===== src/rtl/ro_puf_reader.sv =====
// rtl/ro_puf_reader.sv - RO-PUF readout: per-bit pair enable, edge counting and compare
// Evaluates one response bit at a time by racing two challenge-selected ring oscillators.
module ro_puf_reader #(
   parameter int NUM_RO   = 4,
   parameter int SEL_W    = 2,
   parameter int NUM_BITS = 4,
   parameter int CNT_W    = 16,
   parameter int SETTLE   = 8,
   parameter int WINDOW   = 1024
) (
   input  logic                         clk,
   input  logic                         rst,
   input  logic                         start,
   input  logic [NUM_BITS*2*SEL_W-1:0]  challenge,
   input  logic [NUM_RO-1:0]            ro_in,
   output logic [NUM_RO-1:0]            ro_en,
   output logic                         busy,
   output logic                         done,
   output logic [NUM_BITS-1:0]          response,
   output logic [NUM_BITS-1:0]          tie,
   output logic [NUM_BITS-1:0]          err
);

   localparam int CH_W  = NUM_BITS*2*SEL_W;
   localparam int IDX_W = (NUM_BITS > 1) ? $clog2(NUM_BITS) : 1;
   localparam int TMAX  = (SETTLE > WINDOW) ? SETTLE : WINDOW;
   localparam int TMR_W = $clog2(TMAX + 1);
   localparam int SEL_N = 1 << SEL_W;
   localparam logic [CNT_W-1:0] CNT_MAX = '1;

   typedef enum logic [2:0] {
      S_IDLE, S_SETUP, S_SETTLE, S_COUNT, S_COMPARE, S_NEXT, S_DONE
   } state_t;

   state_t              state, state_n;
   logic [CH_W-1:0]     chal, chal_n;
   logic [IDX_W-1:0]    idx, idx_n;
   logic [TMR_W-1:0]    timer, timer_n;
   logic [CNT_W-1:0]    cnt_a, cnt_a_n, cnt_b, cnt_b_n;
   logic [NUM_RO-1:0]   en_q, en_n;
   logic [NUM_BITS-1:0] response_q, response_n, tie_q, tie_n, err_q, err_n;

   logic [NUM_RO-1:0]   sync1, sync2, prev;
   logic [NUM_RO-1:0]   rise;
   logic [SEL_N-1:0]    rise_ext, en_ext;
   logic [SEL_W-1:0]    sel_a, sel_b;
   logic                pair_bad, hit_a, hit_b;

   // ro_in is asynchronous to clk: two flops for metastability, one more for edge detect
   always_ff @(posedge clk) begin
      if (rst) begin
         sync1 <= '0;
         sync2 <= '0;
         prev  <= '0;
      end else begin
         sync1 <= ro_in;
         sync2 <= sync1;
         prev  <= sync2;
      end
   end

   assign rise  = sync2 & ~prev;
   assign sel_a = chal[2*SEL_W*idx +: SEL_W];
   assign sel_b = chal[2*SEL_W*idx + SEL_W +: SEL_W];

   assign pair_bad = (sel_a == sel_b) || (32'(sel_a) >= NUM_RO) || (32'(sel_b) >= NUM_RO);

   always_comb begin
      rise_ext = '0;
      rise_ext[NUM_RO-1:0] = rise;
      en_ext = '0;
      en_ext[sel_a] = 1'b1;
      en_ext[sel_b] = 1'b1;
   end

   assign hit_a = rise_ext[sel_a];
   assign hit_b = rise_ext[sel_b];

   always_ff @(posedge clk) begin
      if (rst) begin
         state      <= S_IDLE;
         chal       <= '0;
         idx        <= '0;
         timer      <= '0;
         cnt_a      <= '0;
         cnt_b      <= '0;
         en_q       <= '0;
         response_q <= '0;
         tie_q      <= '0;
         err_q      <= '0;
      end else begin
         state      <= state_n;
         chal       <= chal_n;
         idx        <= idx_n;
         timer      <= timer_n;
         cnt_a      <= cnt_a_n;
         cnt_b      <= cnt_b_n;
         en_q       <= en_n;
         response_q <= response_n;
         tie_q      <= tie_n;
         err_q      <= err_n;
      end
   end

   always_comb begin
      state_n    = state;
      chal_n     = chal;
      idx_n      = idx;
      timer_n    = timer;
      cnt_a_n    = cnt_a;
      cnt_b_n    = cnt_b;
      en_n       = en_q;
      response_n = response_q;
      tie_n      = tie_q;
      err_n      = err_q;
      case (state)
         S_IDLE: begin
            if (start) begin
               chal_n     = challenge;
               idx_n      = '0;
               response_n = '0;
               tie_n      = '0;
               err_n      = '0;
               state_n    = S_SETUP;
            end
         end
         S_SETUP: begin
            // an invalid pair never powers any oscillator
            if (pair_bad) begin
               err_n[idx] = 1'b1;
               state_n    = S_NEXT;
            end else begin
               en_n    = en_ext[NUM_RO-1:0];
               cnt_a_n = '0;
               cnt_b_n = '0;
               timer_n = TMR_W'(SETTLE - 1);
               state_n = S_SETTLE;
            end
         end
         S_SETTLE: begin
            if (timer == '0) begin
               timer_n = TMR_W'(WINDOW - 1);
               state_n = S_COUNT;
            end else begin
               timer_n = timer - 1'b1;
            end
         end
         S_COUNT: begin
            if (hit_a && (cnt_a != CNT_MAX)) cnt_a_n = cnt_a + 1'b1;
            if (hit_b && (cnt_b != CNT_MAX)) cnt_b_n = cnt_b + 1'b1;
            if (timer == '0) state_n = S_COMPARE;
            else             timer_n = timer - 1'b1;
         end
         S_COMPARE: begin
            response_n[idx] = (cnt_a > cnt_b);
            tie_n[idx]      = (cnt_a == cnt_b);
            en_n            = '0;
            state_n         = S_NEXT;
         end
         S_NEXT: begin
            if (idx == IDX_W'(NUM_BITS - 1)) begin
               state_n = S_DONE;
            end else begin
               idx_n   = idx + 1'b1;
               state_n = S_SETUP;
            end
         end
         S_DONE:  state_n = S_IDLE;
         default: state_n = S_IDLE;
      endcase
   end

   assign ro_en    = en_q;
   assign busy     = (state != S_IDLE) && (state != S_DONE);
   assign done     = (state == S_DONE);
   assign response = response_q;
   assign tie      = tie_q;
   assign err      = err_q;

endmodule


===== config.mk =====
export PLATFORM = sky130hd
export DESIGN_NAME = ro_puf_reader
export DESIGN_NICKNAME = d
export VERILOG_FILES = /design/src/rtl/ro_puf_reader.sv
export SDC_FILE = /design/constraint.sdc
export NUM_CORES = 1
export LEC_CHECK = 0
export CORE_AREA = 3 3 91 110
export CTS_CLUSTER_SIZE = 30
export DETAILED_ROUTE_END_ITERATION = 6
export DIE_AREA = 0 0 94 113
export PLACE_DENSITY = 0.74
export RECOVER_POWER = 100
export REMOVE_ABC_BUFFERS = 1
export SYNTH_ARGS = -nofsm -noshare
export SYNTH_HDL_FRONTEND = slang
export SYNTH_SLANG_ARGS = --single-unit
export TNS_END_PERCENT = 10

===== constraint.sdc =====
create_clock -name clk -period 3 [get_ports clk]
set_clock_uncertainty 0.2 [all_clocks]
set_input_delay 0.45 -clock clk [delete_from_list [all_inputs] [get_ports clk]]
set_output_delay 0.45 -clock clk [all_outputs]
set_load 0.02 [all_outputs]

==> impl_metrics.prom, run 1 <==
# TYPE chip_impl_metric gauge
chip_impl_metric{name="worstMarginPinSlew",unit="ns"} 1.03
chip_impl_metric{name="grt_pass1_wl",unit="um"} 19400
chip_impl_metric{name="wl",unit="um"} 11300
chip_impl_metric{name="synth-seq-area-share",unit="%"} 39.8
chip_impl_metric{name="finalCritPeriodShare",unit="%"} 95.3
chip_impl_metric{name="combined_area_of_the_multi_input_logic_cells",unit="um2"} 2560
chip_impl_metric{name="place_ws",unit="ns"} 0.102
chip_impl_info{name="status",value="complete, no violations"} 1
chip_impl_metric{name="final_max_slew_viols",unit=""} 0
chip_impl_metric{name="sequential_cell_area",unit="um2"} 1840
chip_impl_metric{name="clk_latency",unit="ns"} 0.37
chip_impl_metric{name="total_number_of_clock_tree_sinks",unit=""} 92
chip_impl_metric{name="grt_remaining_overflow",unit=""} 0
chip_impl_info{name="min_from",value="sync1[1]$_SDFF_PP0_"} 1
chip_impl_metric{name="starting_density_of_the_core",unit="%"} 51.3
chip_impl_metric{name="antenna_found_initial",unit=""} 0
chip_impl_metric{name="cts_hold_buf",unit=""} 0
chip_impl_metric{name="design.die.area",unit="um2"} 10600
chip_impl_info{name="yosys_most_used_dff",value="dfxtp_1"} 1
chip_impl_metric{name="achievable-frequency",unit="MHz"} 350
chip_impl_info{name="cp-startpoint",value="idx[0]$_SDFFE_PP0P_"} 1
chip_impl_metric{name="final.min_clock_period",unit="ns"} 2.86
chip_impl_metric{name="p_total",unit="uW"} 3680
chip_impl_metric{name="total_drc_errors_in_the_routed_layout",unit=""} 0
chip_impl_metric{name="vias",unit=""} 4286
chip_impl_metric{name="timing.critical_path.arrival",unit="ns"} 2.98
chip_impl_metric{name="die_x",unit="um"} 94
chip_impl_metric{name="synth.distinct_cells",unit=""} 54
chip_impl_metric{name="synth_seq_cells",unit=""} 92
chip_impl_metric{name="share_of_cells_above_drive_strength_1",unit="%"} 8.06
chip_impl_metric{name="final-setup-viol-count",unit=""} 0
chip_impl_metric{name="path_clk_slew",unit="ns"} 0.09
chip_impl_metric{name="die_height",unit="um"} 113
chip_impl_metric{name="diodes",unit=""} 0
chip_impl_metric{name="grt_start_max_net_pins",unit=""} 30
chip_impl_metric{name="final.fill_count",unit=""} 774
chip_impl_metric{name="io-pin-count",unit=""} 41
chip_impl_info{name="regToRegStartpoint",value="idx[0]$_SDFFE_PP0P_"} 1
chip_impl_metric{name="number_of_synthesized_flops_with_an_enable_pin",unit=""} 0
chip_impl_metric{name="drtPass1Iterations",unit=""} 4
chip_impl_metric{name="max_cap_violations",unit=""} 0
chip_impl_metric{name="cts_made_buffers",unit=""} 9
chip_impl_info{name="layout.cells.most_common",value="dfxtp_1"} 1
chip_impl_metric{name="track_usage",unit="%"} 22.7
chip_impl_metric{name="synthesis.area_per_instance",unit="um2"} 8.12
chip_impl_metric{name="p_per_area",unit="nW/um2"} 678
chip_impl_metric{name="detailedRoute.firstIterationViolations",unit=""} 225
chip_impl_metric{name="drt-wirelength-per-cell",unit="um"} 15.3
chip_impl_metric{name="port_buffers",unit=""} 40
chip_impl_metric{name="p_leak",unit="uW"} 0.00207
chip_impl_info{name="critical_path.endpoint_type",value="flip-flop"} 1
chip_impl_metric{name="synth-warning-count",unit=""} 0
chip_impl_metric{name="proportion_of_register_bits_with_asynchronous_set_or_reset_after_synthesis",unit="%"} 0
chip_impl_metric{name="via_per_inst",unit=""} 5.79
chip_impl_metric{name="number_of_global_route_vias_before_repair",unit=""} 4183
chip_impl_metric{name="syn2layout_area_growth",unit="%"} 17.2
chip_impl_metric{name="cell_count_after_synthesis",unit=""} 570
chip_impl_metric{name="placementRows",unit=""} 38
chip_impl_metric{name="hold_viol",unit=""} 0
chip_impl_metric{name="dpl.hpwl",unit="um"} 8390
chip_impl_info{name="rsz0062_at_grt",value="no"} 1
chip_impl_info{name="worst_hold_path_type",value="flip-flop to flip-flop"} 1
chip_impl_metric{name="crit_required",unit="ns"} 3.12
chip_impl_metric{name="clock_path_buffers",unit=""} 2
chip_impl_metric{name="setup_ws",unit="ns"} 0.140
chip_impl_info{name="cts_tree",value="done"} 1
chip_impl_info{name="cts_root_buf",value="clkbuf_8"} 1
chip_impl_info{name="timing.critical_path.from_type",value="flip-flop"} 1
chip_impl_metric{name="setup_total_negative_slack",unit="ns"} 0
chip_impl_metric{name="slew_headroom",unit="%"} 30.3
chip_impl_metric{name="detail-route-antenna-nets",unit=""} 0
chip_impl_metric{name="number_of_nets_in_the_layout",unit=""} 661
chip_impl_metric{name="post_cts_setup_buffers",unit=""} 0
chip_impl_info{name="layout_common_cells",value="dfxtp_1, nand2_1, a21oi_1"} 1
chip_impl_metric{name="synth_area",unit="um2"} 4630
chip_impl_metric{name="ir_worst_vdd",unit="mV"} 0.525
chip_impl_metric{name="cts.htree.levels",unit=""} 3
chip_impl_metric{name="gp_routability_congestion",unit=""} 0.909
chip_impl_info{name="type_of_the_setup_path_with_the_least_slack",value="flip-flop to flip-flop"} 1
chip_impl_metric{name="critPathMaxFanout",unit=""} 8
chip_impl_metric{name="placeableCoreArea",unit="um2"} 9030
-- registers in the layout, indices dropped and copies added (netlist names), 11 cells and up --
| signal | flops |
|---|---|
| chal | 16 |
| cnt_a | 16 |
| cnt_b | 16 |
| timer | 11 |
-- cells in the mapped netlist, drive strengths merged, types with 6 or more instances --
cell type / number / share of area, %
a21oi: 54 / 5.8
a31oi: 13 / 1.8
buf: 6 / 0.86
clkbuf: 19 / 1.5
dfxtp: 92 / 40
ha: 23 / 6.2
inv: 31 / 2.5
mux4: 6 / 2.9
nand2: 66 / 5.3
nand2b: 10 / 1.4
nand3: 26 / 2.8
nand4: 12 / 1.6
nor2: 49 / 4.0
nor2b: 19 / 2.7
nor3: 22 / 2.4
nor4: 7 / 1.4
o21ai: 47 / 5.1
o31ai: 7 / 1.1
-- worst paths after layout --
path	to	slack [ns]	cells past startpoint
setup / recovery	cnt_a[9]$_SDFFE_PP0P_	0.14	6
setup reg to reg	cnt_a[9]$_SDFFE_PP0P_	0.14	6
hold / removal	sync2[1]$_SDFF_PP0_	0.24	1
hold reg to reg	sync2[1]$_SDFF_PP0_	0.24	1
-- critical path, stage by stage (launching register included) --
cell and delay (ns):
dfxtp_2 0.41, mux4_2 0.61, mux4_2 0.47, a311o_2 0.47, nor2b_2 0.23, nor4_4 0.21
o221a_2 0.21
-- routing by layer --
metal,share of wire (%),global-route usage (%)
met1,44,27.7
met2,51,39.5
met3,4.2,3.86
met4,1.5,8.67
met5,0,0
-- cell families (layout without fill, tap and decap cells) --
logic type               after synthesis  in the layout  synth area share (%)
XOR/XNOR                               4              4                 0.756
AO/OA/AOI/OAI                        150            150                  19.2
AND/OR/NAND/NOR                      237            237                  25.8
multiplexers                           8              8                  3.35
adder cells (fa/ha/maj)               23             23                  6.21
buffers and inverters                 56            106                  4.92
flip-flops                            92             92                  39.8
-- layout make-up --
type	count	share of cell area, %
Multi-Input combinational cell	422	47.2
Sequential cell	92	33.9
Timing Repair Buffer	59	9.79
Tap cell	120	2.77
Clock buffer	11	2.60
Inverter	31	2.14
Clock inverter	5	1.57
-- timing repair --
action	in CTS	in global routing
gates resized for setup	0	3
hold endpoints to repair	0	0
setup endpoints to repair	0	19
-- power by group --
part | total [uW] | switching [uW] | internal [uW] | leakage, uW
combinational | 1230 | 743 | 485 | 0.00121
sequential | 1510 | 141 | 1360 | 0.000748
clock | 945 | 450 | 495 | 0.000110
total | 3680 | 1330 | 2340 | 0.00207
-- through the flow --
step	util, %	hold slack [ns]	std cells	area (um2)
6_report	60.1	0.241	740	5430
5_1_grt	60.1	0.260	740	5430
4_1_cts	60.4	0.246	740	5450
3_5_place_dp	57.9	0.225	724	5230
3_3_place_gp	57.9	0.219	724	5230
2_1_floorplan	-	0.214	545	4520
No activity file was read; power rests on OpenSTA's default activity.
==> run 2, diff against run 1 <==
GPL_TIMING_DRIVEN = 0   (was unset)
SKIP_CTS_REPAIR_TIMING = 1   (was unset)
==> run 2 against run 1 <==
Setup slack lost 0.0011 ns. Final cell count shrank 1.2%. Final area shrank 0.88%.
==> impl_metrics.prom, run 2 (synthesis results as in run 1) <==
# TYPE chip_impl_metric gauge
chip_impl_info{name="status",value="complete, no violations"} 1
chip_impl_metric{name="hold_slack_final",unit="ns"} 0.243
chip_impl_metric{name="wl",unit="um"} 10700
chip_impl_metric{name="antenna_found_initial",unit=""} 0
chip_impl_info{name="worst_hold_path_type",value="flip-flop to flip-flop"} 1
chip_impl_metric{name="combined_area_of_the_multi_input_logic_cells",unit="um2"} 2590
chip_impl_metric{name="via_per_inst",unit=""} 5.70
chip_impl_info{name="rsz0062_at_grt",value="no"} 1
chip_impl_metric{name="placeableCoreArea",unit="um2"} 9030
chip_impl_info{name="regToRegStartpoint",value="idx[0]$_SDFFE_PP0P_"} 1
chip_impl_metric{name="p_per_area",unit="nW/um2"} 664
chip_impl_metric{name="holdPathStages",unit=""} 1
chip_impl_metric{name="cts.htree.levels",unit=""} 3
chip_impl_metric{name="port_buffers",unit=""} 40
chip_impl_info{name="cp-startpoint",value="idx[0]$_SDFFE_PP0P_"} 1
chip_impl_info{name="worst_path_max_delay_cell",value="mux4_2"} 1
chip_impl_metric{name="sequential_cell_area",unit="um2"} 1850
chip_impl_metric{name="total_number_of_clock_tree_sinks",unit=""} 92
chip_impl_metric{name="timing.critical_path.arrival",unit="ns"} 2.96
chip_impl_metric{name="drt-wirelength-per-cell",unit="um"} 14.6
chip_impl_info{name="path_cells",value="mux4_2 > mux4_2 > a311o_2 > clkbuf_4 > or4_1 > o21ai_0"} 1
chip_impl_metric{name="slew_headroom",unit="%"} 35.7
chip_impl_metric{name="grt_remaining_overflow",unit=""} 0
chip_impl_metric{name="cts_made_buffers",unit=""} 9
chip_impl_metric{name="worstMarginPinSlew",unit="ns"} 0.955
chip_impl_metric{name="grt_pass1_wl",unit="um"} 17800
chip_impl_metric{name="reg2regPathDepth",unit=""} 6
chip_impl_metric{name="io-pin-count",unit=""} 41
chip_impl_metric{name="crit_required",unit="ns"} 3.10
chip_impl_metric{name="utilization",unit="%"} 59.6
chip_impl_info{name="biggestRegsByFlops",value="chal (16), cnt_a (16), cnt_b (16)"} 1
chip_impl_metric{name="diodes",unit=""} 0
chip_impl_metric{name="number_of_global_route_vias_before_repair",unit=""} 3943
chip_impl_metric{name="final_max_slew_viols",unit=""} 0
chip_impl_metric{name="drtPass1Iterations",unit=""} 4
chip_impl_metric{name="finalCritPeriodShare",unit="%"} 95.4
chip_impl_info{name="cts_root_buf",value="clkbuf_8"} 1
chip_impl_metric{name="hold_viol",unit=""} 0
chip_impl_metric{name="achievable-frequency",unit="MHz"} 350
chip_impl_metric{name="die_x",unit="um"} 94
chip_impl_metric{name="max_cap_violations",unit=""} 0
chip_impl_info{name="type_of_the_setup_path_with_the_least_slack",value="flip-flop to flip-flop"} 1
chip_impl_metric{name="track_usage",unit="%"} 20.6
chip_impl_metric{name="setup_total_negative_slack",unit="ns"} 0
chip_impl_metric{name="critPathMaxFanout",unit=""} 7
chip_impl_metric{name="final.min_clock_period",unit="ns"} 2.86
chip_impl_metric{name="grt_start_max_net_pins",unit=""} 51
chip_impl_metric{name="path_clk_slew",unit="ns"} 0.09
chip_impl_metric{name="share_of_cells_above_drive_strength_1",unit="%"} 8.02
chip_impl_metric{name="starting_density_of_the_core",unit="%"} 51.3
chip_impl_metric{name="die_height",unit="um"} 113
chip_impl_metric{name="dpl.hpwl",unit="um"} 7620
chip_impl_metric{name="total_drc_errors_in_the_routed_layout",unit=""} 0
chip_impl_info{name="min_from",value="sync1[3]$_SDFF_PP0_"} 1
chip_impl_metric{name="detailedRoute.firstIterationViolations",unit=""} 216
chip_impl_metric{name="final-setup-viol-count",unit=""} 0
chip_impl_info{name="critical_path.endpoint_type",value="flip-flop"} 1
chip_impl_info{name="cts_tree",value="done"} 1
chip_impl_metric{name="detail-route-antenna-nets",unit=""} 0
chip_impl_metric{name="clock_path_buffers",unit=""} 2
chip_impl_metric{name="final.fill_count",unit=""} 822
chip_impl_metric{name="worst_path_largest_cell_delay",unit="ns"} 0.61
chip_impl_metric{name="finalNonFillerCells",unit=""} 731
chip_impl_info{name="crit_path_frequent_cell",value="mux4_2"} 1
chip_impl_metric{name="number_of_nets_in_the_layout",unit=""} 652
chip_impl_info{name="timing.critical_path.from_type",value="flip-flop"} 1
chip_impl_metric{name="placed_cells_incl_taps",unit=""} 707
chip_impl_info{name="layout_common_cells",value="dfxtp_1, nand2_1, a21oi_1"} 1
chip_impl_info{name="layout.cells.most_common",value="dfxtp_1"} 1
chip_impl_metric{name="ir_worst_vdd",unit="mV"} 0.718
chip_impl_metric{name="gp_routability_congestion",unit=""} 0.853
chip_impl_metric{name="vias",unit=""} 4164
chip_impl_metric{name="p_leak",unit="uW"} 0.00202
chip_impl_metric{name="syn2layout_area_growth",unit="%"} 16.2
chip_impl_metric{name="placementRows",unit=""} 38
chip_impl_metric{name="p_total",unit="uW"} 3570
chip_impl_metric{name="r2r_setup_slack",unit="ns"} 0.14
chip_impl_metric{name="clk_latency",unit="ns"} 0.37
chip_impl_metric{name="design.die.area",unit="um2"} 10600
## run 2: changes by cell type in the layout (fill, tap and decap cells not counted), sizes merged
| cell | change |
|---|---|
| buf | -7 |
| clkbuf | -3 |
| clkdlybuf4s50 | +2 |
| dlygate4sd3 | -2 |
| inv | +2 |
| bufinv | -1 |
| clkinv | -1 |
| clkinvlp | +1 |
## run 2: area by class of cell
class / instances / area share, %
clock inverter: 6 / 1.33
multi-input combinational: 422 / 48.2
tap: 120 / 2.79
sequential: 92 / 34.3
timing repair buffer: 50 / 8.88
clock buffer: 10 / 2.37
inverter: 31 / 2.16
## run 2: metrics by stage
stage | area (um2) | worst slack [ns]
floorplan | 4520 | 0.0137
global placement | 5070 | -1.54
detailed placement | 5100 | -0.653
CTS | 5300 | -0.696
global route | 5380 | 0.00813
finish | 5380 | 0.139
## run 2: path summary, 6_finish.rpt
path | to
setup / recovery | cnt_a[7]$_SDFFE_PP0P_
hold / removal | sync2[3]$_SDFF_PP0_
setup reg to reg | cnt_a[7]$_SDFFE_PP0P_
hold reg to reg | sync2[3]$_SDFF_PP0_
## run 2: layer usage
| metal | share of wire [%] | up-vias | GRT usage, % |
|---|---|---|---|
| met4 | 1.9 | 0 | 7.32 |
| met1 | 43 | 1945 | 24.9 |
| met3 | 3.6 | 19 | 4.32 |
| met5 | 0 | - | 0 |
| met2 | 52 | 81 | 35.9 |
| li1 | - | 2119 | - |
## run 2: power by group
part	internal, uW	switching [uW]	leakage, uW
clock	393	461	0.0000935
sequential	1360	163	0.000748
combinational	478	714	0.00118
## run 2: critical path: cells and delay by family (launching register included)
family                 cells  cell delay (ns)
multiplexers               2             1.09
flip-flops                 1             0.42
buffers and inverters      1             0.16
AND/OR/NAND/NOR            1             0.45
AO/OA/AOI/OAI              2             0.46
==> run 3, diff against run 2 <==
CORE_AREA = 3 3 85 103   (was 3 3 91 110)
DIE_AREA = 0 0 88 106   (was 0 0 94 113)
PLACE_DENSITY = 0.8   (was 0.74)
clock period = 3.6 ns   (was 3 ns; I/O delays follow)
==> run 3 against run 2 <==
Critical path depth stayed put. Power is 15% lower. Non-clock buffer count is 8 lower. Combinational power is 18% lower. Fmax is 9.9% lower. Final cell count is 4.9% lower. Critical path type unchanged. Critical endpoint is now cnt_a[9]$_SDFFE_PP0P_. Largest cell class unchanged. Largest power group unchanged. Highest routed layer unchanged.
==> impl_metrics.prom, run 3 (synthesis results as in run 1) <==
# TYPE chip_impl_metric gauge
chip_impl_metric{name="share_of_cells_above_drive_strength_1",unit="%"} 6.14
chip_impl_metric{name="fraction_of_met2_tracks_used_by_global_routing",unit="%"} 42.8
chip_impl_info{name="timing.critical_path.from_type",value="flip-flop"} 1
chip_impl_metric{name="setup_ws",unit="ns"} 0.423
chip_impl_metric{name="diodes",unit=""} 0
chip_impl_info{name="status",value="complete, no violations"} 1
chip_impl_metric{name="final.min_clock_period",unit="ns"} 3.18
chip_impl_metric{name="crit_required",unit="ns"} 3.71
chip_impl_info{name="worst_setup_path_endpoint",value="cnt_a[9]$_SDFFE_PP0P_"} 1
chip_impl_metric{name="p_per_area",unit="nW/um2"} 576
chip_impl_metric{name="placementRows",unit=""} 35
chip_impl_metric{name="design.die.area",unit="um2"} 9330
chip_impl_metric{name="cts_made_buffers",unit=""} 9
chip_impl_info{name="worst_hold_path_type",value="flip-flop to flip-flop"} 1
chip_impl_info{name="regToRegStartpoint",value="idx[0]$_SDFFE_PP0P_"} 1
chip_impl_metric{name="finalCritPeriodShare",unit="%"} 88.2
chip_impl_metric{name="final_max_slew_viols",unit=""} 0
chip_impl_info{name="most_heavily_used_metal_layer_in_global_routing",value="met2"} 1
chip_impl_metric{name="number_of_nets_in_the_layout",unit=""} 644
chip_impl_info{name="type_of_the_setup_path_with_the_least_slack",value="flip-flop to flip-flop"} 1
chip_impl_metric{name="r2r_setup_slack",unit="ns"} 0.42
chip_impl_metric{name="number_of_global_route_vias_before_repair",unit=""} 3965
chip_impl_metric{name="grt_pass1_wl",unit="um"} 17900
chip_impl_metric{name="final-setup-viol-count",unit=""} 0
chip_impl_metric{name="die_x",unit="um"} 88
chip_impl_metric{name="syn2layout_area_growth",unit="%"} 14.1
chip_impl_metric{name="via_per_inst",unit=""} 6.09
chip_impl_metric{name="drt-wirelength-per-cell",unit="um"} 15.7
chip_impl_metric{name="ir_worst_vdd",unit="mV"} 0.375
chip_impl_metric{name="reg2regPathDepth",unit=""} 6
chip_impl_info{name="timing.rr.end",value="cnt_a[9]$_SDFFE_PP0P_"} 1
chip_impl_metric{name="clk_latency",unit="ns"} 0.37
chip_impl_metric{name="wl",unit="um"} 10900
chip_impl_metric{name="slew_headroom",unit="%"} 8.27
chip_impl_metric{name="grt_remaining_overflow",unit=""} 0
chip_impl_metric{name="dpl.hpwl",unit="um"} 7820
chip_impl_info{name="critical_path.endpoint_type",value="flip-flop"} 1
chip_impl_metric{name="detail-route-antenna-nets",unit=""} 0
chip_impl_metric{name="track_usage",unit="%"} 23.9
chip_impl_info{name="layout.cells.most_common",value="dfxtp_1"} 1
chip_impl_metric{name="achievable-frequency",unit="MHz"} 315
chip_impl_metric{name="gp_routability_congestion",unit=""} 0.880
chip_impl_info{name="cts_tree",value="done"} 1
chip_impl_metric{name="critPathMaxFanout",unit=""} 8
chip_impl_metric{name="placeableCoreArea",unit="um2"} 7750
chip_impl_metric{name="gr-usage-met1",unit="%"} 28.1
chip_impl_info{name="layout_common_cells",value="dfxtp_1, nand2_1, a21oi_1"} 1
chip_impl_metric{name="worstMarginPinSlew",unit="ns"} 1.36
chip_impl_metric{name="cts.htree.levels",unit=""} 3
chip_impl_metric{name="max_cap_violations",unit=""} 0
chip_impl_metric{name="place_ws",unit="ns"} -0.137
chip_impl_metric{name="port_buffers",unit=""} 40
chip_impl_info{name="cts_root_buf",value="clkbuf_8"} 1
chip_impl_info{name="cp-startpoint",value="idx[0]$_SDFFE_PP0P_"} 1
chip_impl_metric{name="p_leak",unit="uW"} 0.00200
chip_impl_info{name="rsz0062_at_grt",value="no"} 1
chip_impl_metric{name="die_height",unit="um"} 106
chip_impl_metric{name="detailedRoute.firstIterationViolations",unit=""} 239
chip_impl_info{name="biggestRegsByFlops",value="chal (16), cnt_a (16), cnt_b (16)"} 1
chip_impl_metric{name="io-pin-count",unit=""} 41
chip_impl_metric{name="hold_viol",unit=""} 0
chip_impl_metric{name="starting_density_of_the_core",unit="%"} 59.7
chip_impl_metric{name="drtPass1Iterations",unit=""} 5
chip_impl_metric{name="grt_util_met3",unit="%"} 4.26
chip_impl_metric{name="total_drc_errors_in_the_routed_layout",unit=""} 0
chip_impl_metric{name="path_clk_slew",unit="ns"} 0.09
chip_impl_metric{name="vias",unit=""} 4233
chip_impl_metric{name="hold_slack_final",unit="ns"} 0.244
chip_impl_metric{name="total_number_of_clock_tree_sinks",unit=""} 92
chip_impl_metric{name="antenna_found_initial",unit=""} 0
chip_impl_metric{name="timing.critical_path.arrival",unit="ns"} 3.29
chip_impl_metric{name="grt_start_max_net_pins",unit=""} 52
chip_impl_metric{name="p_total",unit="uW"} 3040
chip_impl_metric{name="clock_path_buffers",unit=""} 2
[run 3: cell count changes in the layout (fill, tap and decap cells not counted), sizes merged]
cell           previous run  this run
buf                       8         1
clkdlybuf4s50            22        20
dlygate4sd3              17        19
bufinv                    1         2
clkbuf                   13        12
clkinvlp                  2         1
[run 3: through the flow]
step | TNS, ns | std cells | util [%] | area (um2)
floorplan | 0 | 545 | - | 4520
global placement | -33.44 | 677 | 65.0 | 5030
detailed placement | -1.26 | 679 | 65.3 | 5060
CTS | -1.79 | 695 | 68.3 | 5300
global route | 0 | 695 | 68.2 | 5280
finish | 0 | 695 | 68.2 | 5280
[run 3: area by class of cell]
type / count / area (um2)
fill: 639 / 2470
clock buffer: 10 / 138
sequential: 92 / 1840
clock inverter: 6 / 93.8
tap: 92 / 115
timing repair buffer: 42 / 418
multi-input combinational: 422 / 2560
inverter: 31 / 116
[run 3: metal layers]
layer / up-vias / share of wire, %
li1: 2091 / -
met5: - / 0
met1: 2004 / 41
met2: 119 / 53
met3: 19 / 4.6
met4: 0 / 1.9
[run 3: power by group]
group / leakage (uW) / internal, uW / total [uW] / switching (uW)
clock network: 0.000113 / 416 / 800 / 384
registers: 0.000747 / 1140 / 1260 / 128
logic: 0.00114 / 371 / 978 / 606
total: 0.00200 / 1920 / 3040 / 1120
[run 3: how the worst min path moves through the flow]
stage	cells after the start	start	slack [ns]	to
after CTS	1	sync1[0]$_SDFF_PP0_	0.25	sync2[0]$_SDFF_PP0_
after detailed placement	1	sync1[1]$_SDFF_PP0_	0.23	sync2[1]$_SDFF_PP0_
after global routing	1	sync1[3]$_SDFF_PP0_	0.26	sync2[3]$_SDFF_PP0_
after global placement	1	sync1[2]$_SDFF_PP0_	0.22	sync2[2]$_SDFF_PP0_
after floorplan	1	sync1[0]$_SDFF_PP0_	0.21	sync2[0]$_SDFF_PP0_
final	1	sync1[0]$_SDFF_PP0_	0.24	sync2[0]$_SDFF_PP0_
[run 3: worst max-delay path: stages (launching register included)]
cell and delay [ns]:
dfxtp_1 0.59, mux4_2 0.66, mux4_2 0.49, a311o_1 0.45, nor2b_1 0.25, nor4_4 0.26
o221a_2 0.22
